`src/rtl/cpu_debug_ctrl.sv`:
```
// Host-side cpu debug controller: button-driven PAUSE/STEP, 16-register dumps, memory-write capture.
// Optional build macro DBG_AUTODUMP_EN: dumps also start on PAUSE 0->1 and after each STEP pulse.

module cpu_debug_ctrl #(
  parameter int NREGS         = 16,
  parameter int STEP_CYCLES   = 4,
  parameter int GRANT_TIMEOUT = 255
) (
  input  logic        CLK,
  input  logic        RST,
  input  logic        btn_pause,
  input  logic        btn_step,
  input  logic        btn_dump,
  input  logic [3:0]  dbg_sel,
  output logic        PAUSE,
  output logic        STEP,
  output logic        cpuin_regfile_request,
  output logic [3:0]  cpuin_regfile_ra,
  input  logic        cpuout_regfile_grant,
  input  logic [15:0] cpuout_regfile_rd,
  input  logic        cpuout_memupdate,
  input  logic [7:0]  cpuout_memaddr,
  input  logic [15:0] cpuout_memdata,
  output logic [15:0] snap_data,
  output logic        snap_valid,
  output logic        dump_busy,
  output logic        dump_err,
  output logic [7:0]  last_memaddr,
  output logic [15:0] last_memdata,
  output logic [7:0]  mem_wr_count
);

  localparam logic [3:0] LAST_IDX  = 4'(NREGS - 1);
  localparam logic [7:0] STEP_LOAD = 8'(STEP_CYCLES - 1);
  localparam logic [7:0] TMO_LAST  = 8'(GRANT_TIMEOUT - 1);

  typedef enum logic [1:0] {IDLE, REQ, GAP, DONE} dump_state_t;

  logic [2:0]  pause_sync;
  logic [2:0]  step_sync;
  logic [2:0]  dump_sync;
  logic        pause_rise;
  logic        step_rise;
  logic        dump_rise;
  logic        dump_start;
  logic [7:0]  step_cnt;
  dump_state_t state;
  dump_state_t next_state;
  logic [3:0]  idx;
  logic [7:0]  tmo_cnt;
  logic [15:0] snapshot [NREGS];
  logic        mem_prev;

  // Two synchronizer flops per button, third flop gives the previous level for edge detect.
  always_ff @(posedge CLK or posedge RST) begin
    if (RST) begin
      pause_sync <= '0;
      step_sync  <= '0;
      dump_sync  <= '0;
    end else begin
      pause_sync <= {pause_sync[1:0], btn_pause};
      step_sync  <= {step_sync[1:0], btn_step};
      dump_sync  <= {dump_sync[1:0], btn_dump};
    end
  end

  assign pause_rise = pause_sync[1] & ~pause_sync[2];
  assign step_rise  = step_sync[1] & ~step_sync[2];
  assign dump_rise  = dump_sync[1] & ~dump_sync[2];

  // step_cnt holds the remaining high cycles after the current one.
  always_ff @(posedge CLK or posedge RST) begin
    if (RST) begin
      PAUSE    <= 1'b0;
      STEP     <= 1'b0;
      step_cnt <= '0;
    end else begin
      if (pause_rise) PAUSE <= ~PAUSE;
      if (pause_rise && PAUSE && STEP) begin
        STEP     <= 1'b0;
        step_cnt <= '0;
      end else if (STEP) begin
        if (step_cnt == 8'd0) STEP <= 1'b0;
        else step_cnt <= step_cnt - 8'd1;
      end else if (step_rise && PAUSE && !pause_rise) begin
        STEP     <= 1'b1;
        step_cnt <= STEP_LOAD;
      end
    end
  end

`ifdef DBG_AUTODUMP_EN
  logic step_q;
  logic auto_start;

  always_ff @(posedge CLK or posedge RST) begin
    if (RST) step_q <= 1'b0;
    else step_q <= STEP;
  end

  assign auto_start = (pause_rise & ~PAUSE) | (step_q & ~STEP);
  assign dump_start = dump_rise | auto_start;
`else
  assign dump_start = dump_rise;
`endif

  always_ff @(posedge CLK or posedge RST) begin
    if (RST) state <= IDLE;
    else state <= next_state;
  end

  always_comb begin
    next_state = state;
    unique case (state)
      IDLE: if (dump_start) next_state = REQ;
      REQ: begin
        if (cpuout_regfile_grant) next_state = GAP;
        else if (tmo_cnt == TMO_LAST) next_state = IDLE;
      end
      GAP:     next_state = (idx == LAST_IDX) ? DONE : REQ;
      DONE:    next_state = IDLE;
      default: next_state = IDLE;
    endcase
  end

  // Dump datapath; a timeout leaves snap_valid low so a partial snapshot is never advertised.
  always_ff @(posedge CLK or posedge RST) begin
    if (RST) begin
      idx        <= '0;
      tmo_cnt    <= '0;
      snap_valid <= 1'b0;
      dump_err   <= 1'b0;
      for (int i = 0; i < NREGS; i++) snapshot[i] <= '0;
    end else begin
      unique case (state)
        IDLE: begin
          if (dump_start) begin
            idx        <= '0;
            tmo_cnt    <= '0;
            snap_valid <= 1'b0;
            dump_err   <= 1'b0;
          end
        end
        REQ: begin
          if (cpuout_regfile_grant) snapshot[idx] <= cpuout_regfile_rd;
          else if (tmo_cnt == TMO_LAST) dump_err <= 1'b1;
          else tmo_cnt <= tmo_cnt + 8'd1;
        end
        GAP: begin
          tmo_cnt <= '0;
          if (idx != LAST_IDX) idx <= idx + 4'd1;
        end
        DONE:    snap_valid <= 1'b1;
        default: ;
      endcase
    end
  end

  assign cpuin_regfile_request = (state == REQ);
  assign cpuin_regfile_ra      = idx;
  assign dump_busy             = (state != IDLE);
  assign snap_data             = snapshot[dbg_sel];

  // Memory writes are captured on the rising edge of memupdate only, whatever the debug state.
  always_ff @(posedge CLK or posedge RST) begin
    if (RST) begin
      mem_prev     <= 1'b0;
      last_memaddr <= '0;
      last_memdata <= '0;
      mem_wr_count <= '0;
    end else begin
      mem_prev <= cpuout_memupdate;
      if (cpuout_memupdate && !mem_prev) begin
        last_memaddr <= cpuout_memaddr;
        last_memdata <= cpuout_memdata;
        mem_wr_count <= mem_wr_count + 8'd1;
      end
    end
  end

endmodule
```
`config.mk`:
```
export PLATFORM = sky130hd
export DESIGN_NAME = cpu_debug_ctrl
export DESIGN_NICKNAME = d
export VERILOG_FILES = /design/src/rtl/cpu_debug_ctrl.sv
export SDC_FILE = /design/constraint.sdc
export NUM_CORES = 1
export LEC_CHECK = 0
export ABC_CLOCK_PERIOD_IN_PS = 27700
export BUFFER_PORTS_ARGS = -buffer_cell sky130_fd_sc_hd__buf_2
export CAP_MARGIN = 30
export CORE_ASPECT_RATIO = 2
export CORE_MARGIN = 2
export CORE_UTILIZATION = 50
export DETAILED_ROUTE_END_ITERATION = 16
export PLACE_DENSITY = 0.68
export SKIP_CTS_REPAIR_TIMING = 1
export SYNTH_ARGS = -nofsm -noshare
export SYNTH_HDL_FRONTEND = slang
export SYNTH_SLANG_ARGS = --single-unit
```
`constraint.sdc`:
```
create_clock -name CLK -period 27.7 [get_ports CLK]
set_input_delay 4.155 -clock CLK [delete_from_list [all_inputs] [get_ports CLK]]
set_output_delay 4.155 -clock CLK [all_outputs]
set_load 0.005 [all_outputs]
```
==> results by group <==
Placed design
  – Place WS: about 17 ns
  – Input/output buffers: 108
  – Detailed placer's ending HPWL: between 20,000 and 25,000 um
  – Placer congestion estimate: 0.787
  – DP Area: 15,500 um^2

Clock tree
  – Reg clk slew, reported paths: 0.06 ns
  – Clock latency on the worst-skew pair: 0.57 ns
  – TritonCTS Buffers: 30
  – Clock Sinks: 324
  – CTS H-tree depth: 1
  – Clk buf depth: 3
  – Root Driver: clkbuf_16
  – CTS tree: built

Layout
  – Area of the multi-input gates: 6110 um^2
  – FILL cells: around 2.3k
  – Sequential cell area: just over 8000 um^2
  – Layout Area Growth over Synthesis: 13.4%
  – Diode count: 0
  – Share of cells above drive strength 1: slightly above 50%
  – Nets: approximately 1.1k
  – Final instance area: 16,500 um^2

STA
  – Tmin final: 10.38 ns
  – Setup TNS: 0 ns
  – Fin. max-slew vios: 0
  – Slew @ Worst Pin: 1.04 ns
  – Slew margin rel.: 31.0%
  – Final period util: 37.5%
  – RSZ-0062 raised after global routing: false
  – FMAX: 96.3 MHz
  – Post-Route Skew: 0.0203 ns
  – Final Hold Viols: 0
  – Final setup fails: 0
  – Final worst slack: about 17 ns

Outcome
  – Run status: completed

Floorplanning
  – Die width: 125 um
  – # rows: 88
  – Die height: 245 um
  – Initial Util: 50.6%
  – Die area: 30,500 um^2
  – Core ar.: 28,700 um^2
  – Ports: between 100 and 150

Synth
  – Predominant post-synthesis flop cell: dfrtp_1
  – Async SR Flop Fraction: 100%
  – FF+latch count, synth: 324
  – Syn_area_per_cell: 15.2 um^2
  – Sequential fraction of the synthesis area: 55.8%
  – Mapped Nets: ~1.0k
  – Synth cell types: about 50
  – Post-synth EDFFs: 0
  – Post-Synthesis Cells: 957
  – Synth warnings: 0
  – Cell Area, Synth: between 10,000 and 15,000 um^2

Worst hold path
  – Hold crit path type: reg2reg
  – Worst Hold Depth: 0
  – Hold Crit Endpoint: step_sync[1]
  – Hold path startpoint: step_sync[0]

Worst setup path
  – Crit. End Element: primary output
  – Nature of the critical path startpoint: input port
  – R2r endpoint: snapshot[26]
  – R2r startpoint: state[1]
  – R2r worst-path depth: 5
  – CP max FO: between 60 and 70
  – Kind of critical path: in2out
  – Worst EP arrival: 6.23 ns
  – WP data required: 23.55 ns
  – Worst R2R Setup Slack: roughly 25 ns

Run
  – Max cap viols: 0

Global route
  – Total GRT Usage: between 20% and 30%
  – Vias in the first global route: 9,010
  – Initial antenna violation count: 3
  – Global-route wire length before repair: 53,000 um
  – Pin count of the biggest net entering global routing: approximately 110
  – Grt ovf: 0

Drt
  – Drt via density: 5.85
  – Via count: between 8k and 9k
  – DR iter-0 viols: approximately 380
  – Final WL: 33,200 um
  – Drc violations: 0
  – Length of the first detailed-routing pass in iterations: 4
  – Post-route ant nets: 0
  – Drt wl/cell: 23.1 um

Pwr
  – Total power: 0.00125 W
  – VDD IR max: roughly 57 uV
  – Lkg Pwr: 7.95 nW
  – PwrDens: about 76 nW/um^2
==> cell type report <==
cell class,count,share of cell area (%)
repair buffers,132,4.63
clock buffers,46,5.53
multi-input cells,556,37.1
clock inverters,10,0.569
flip-flops and latches,324,49.2
inverters,11,0.296
well taps,360,2.73
==> placed cells by master, fill, tap and decap left out, types with 6 or more instances in the layout <==
cell type and count:
dfrtp_1 324, mux2_2 251, buf_2 107, mux4_2 64
nand2_1 32, a22oi_1 32, clkbuf_16 31, mux2_4 30
buf_4 23, nand3_1 12, o21ai_0 11, nor2_1 10
nor2_2 9, inv_1 9, ha_1 8, clkbuf_8 8
nand4_1 7, or3_1 7, xnor2_1 7, clkbuf_1 7
nand2b_1 6, a21oi_1 6
==> worst max-delay path by stage <==
stage / from / slack (ns) / endpoint / cells past startpoint
final: dbg_sel[1] / 17.32 / snap_data[1] / 6
after global routing: dbg_sel[0] / 17.17 / snap_data[3] / 7
after CTS: dbg_sel[0] / 17.03 / snap_data[6] / 6
after detailed placement: dbg_sel[0] / 17.02 / snap_data[6] / 6
after global placement: dbg_sel[0] / 17.02 / snap_data[14] / 6
after floorplan: RST / 14.58 / PAUSE / 1
==> metrics by stage <==
step	std cells	hold WS, ns	util (%)
global route	1439	0.358	57.4
finish	1439	0.349	57.4
CTS	1438	0.351	57.3
detailed placement	1382	0.336	53.8
floorplan	957	0.331	-
global placement	1381	0.335	53.7
==> worst max-delay path, cell delays in order <==
cell,delay (ns)
buf_2,0.15
buf_4,0.74
mux4_2,0.61
a22oi_1,0.22
nand2_1,0.14
buf_2,0.15
==> Yosys cell counts (all sizes together) (3+ instances only) <==
cell type / count / area, um^2
nor2b: 7 / 43.8
nor3: 4 / 20.0
xnor2: 7 / 61.3
nor2: 22 / 103
o2111ai: 3 / 26.3
clkbuf: 34 / 128
or3: 7 / 43.8
or2: 3 / 18.8
mux2i: 5 / 50.1
ha: 8 / 100
nand2b: 6 / 37.5
mux4: 64 / 1440
nand3: 15 / 90.1
and2: 3 / 18.8
dfrtp: 324 / 8110
xor2: 3 / 26.3
nand4: 7 / 43.8
o21ai: 11 / 55.1
nand2: 32 / 120
mux2: 281 / 3280
a21oi: 6 / 30.0
nor4: 4 / 31.3
a31oi: 3 / 18.8
buf: 32 / 175
inv: 11 / 41.3
a22oi: 32 / 240
and3: 4 / 25.0
==> flip-flops by register name (all words and copies together), names as in the netlist, 3 cells and up <==
register	cells
pause_sync	3
last_memdata	16
tmo_cnt	8
cpuin_regfile_ra	4
step_cnt	8
snapshot	256
last_memaddr	8
step_sync	3
mem_wr_count	8
dump_sync	3
==> power by group <==
part           leakage (nW)  switching, W  internal (W)
sequential             4.33     0.0000515      0.000550
clock                 0.489      0.000179      0.000237
combinational          3.12      0.000100      0.000130
==> logic make-up after synthesis <==
logic type	after synthesis	synth area share [%]
compound gates	66	3.17
xor+xnor	10	0.603
fa+ha+maj	8	0.689
buf+inv	77	2.37
flops	324	55.8
mux	350	32.8
simple gates	122	4.58
==> metal layers <==
layer | vias to the layer above | routed length [um] | global-route usage, %
li1 | 3729 | - | -
met1 | 4444 | 13700 | 29.0
met2 | 196 | 17400 | 39.2
met3 | 45 | 1400 | 2.99
met4 | 0 | 699 | 5.98
met5 | - | 0 | 0
Note: power is estimated with default switching activity, not from simulation.
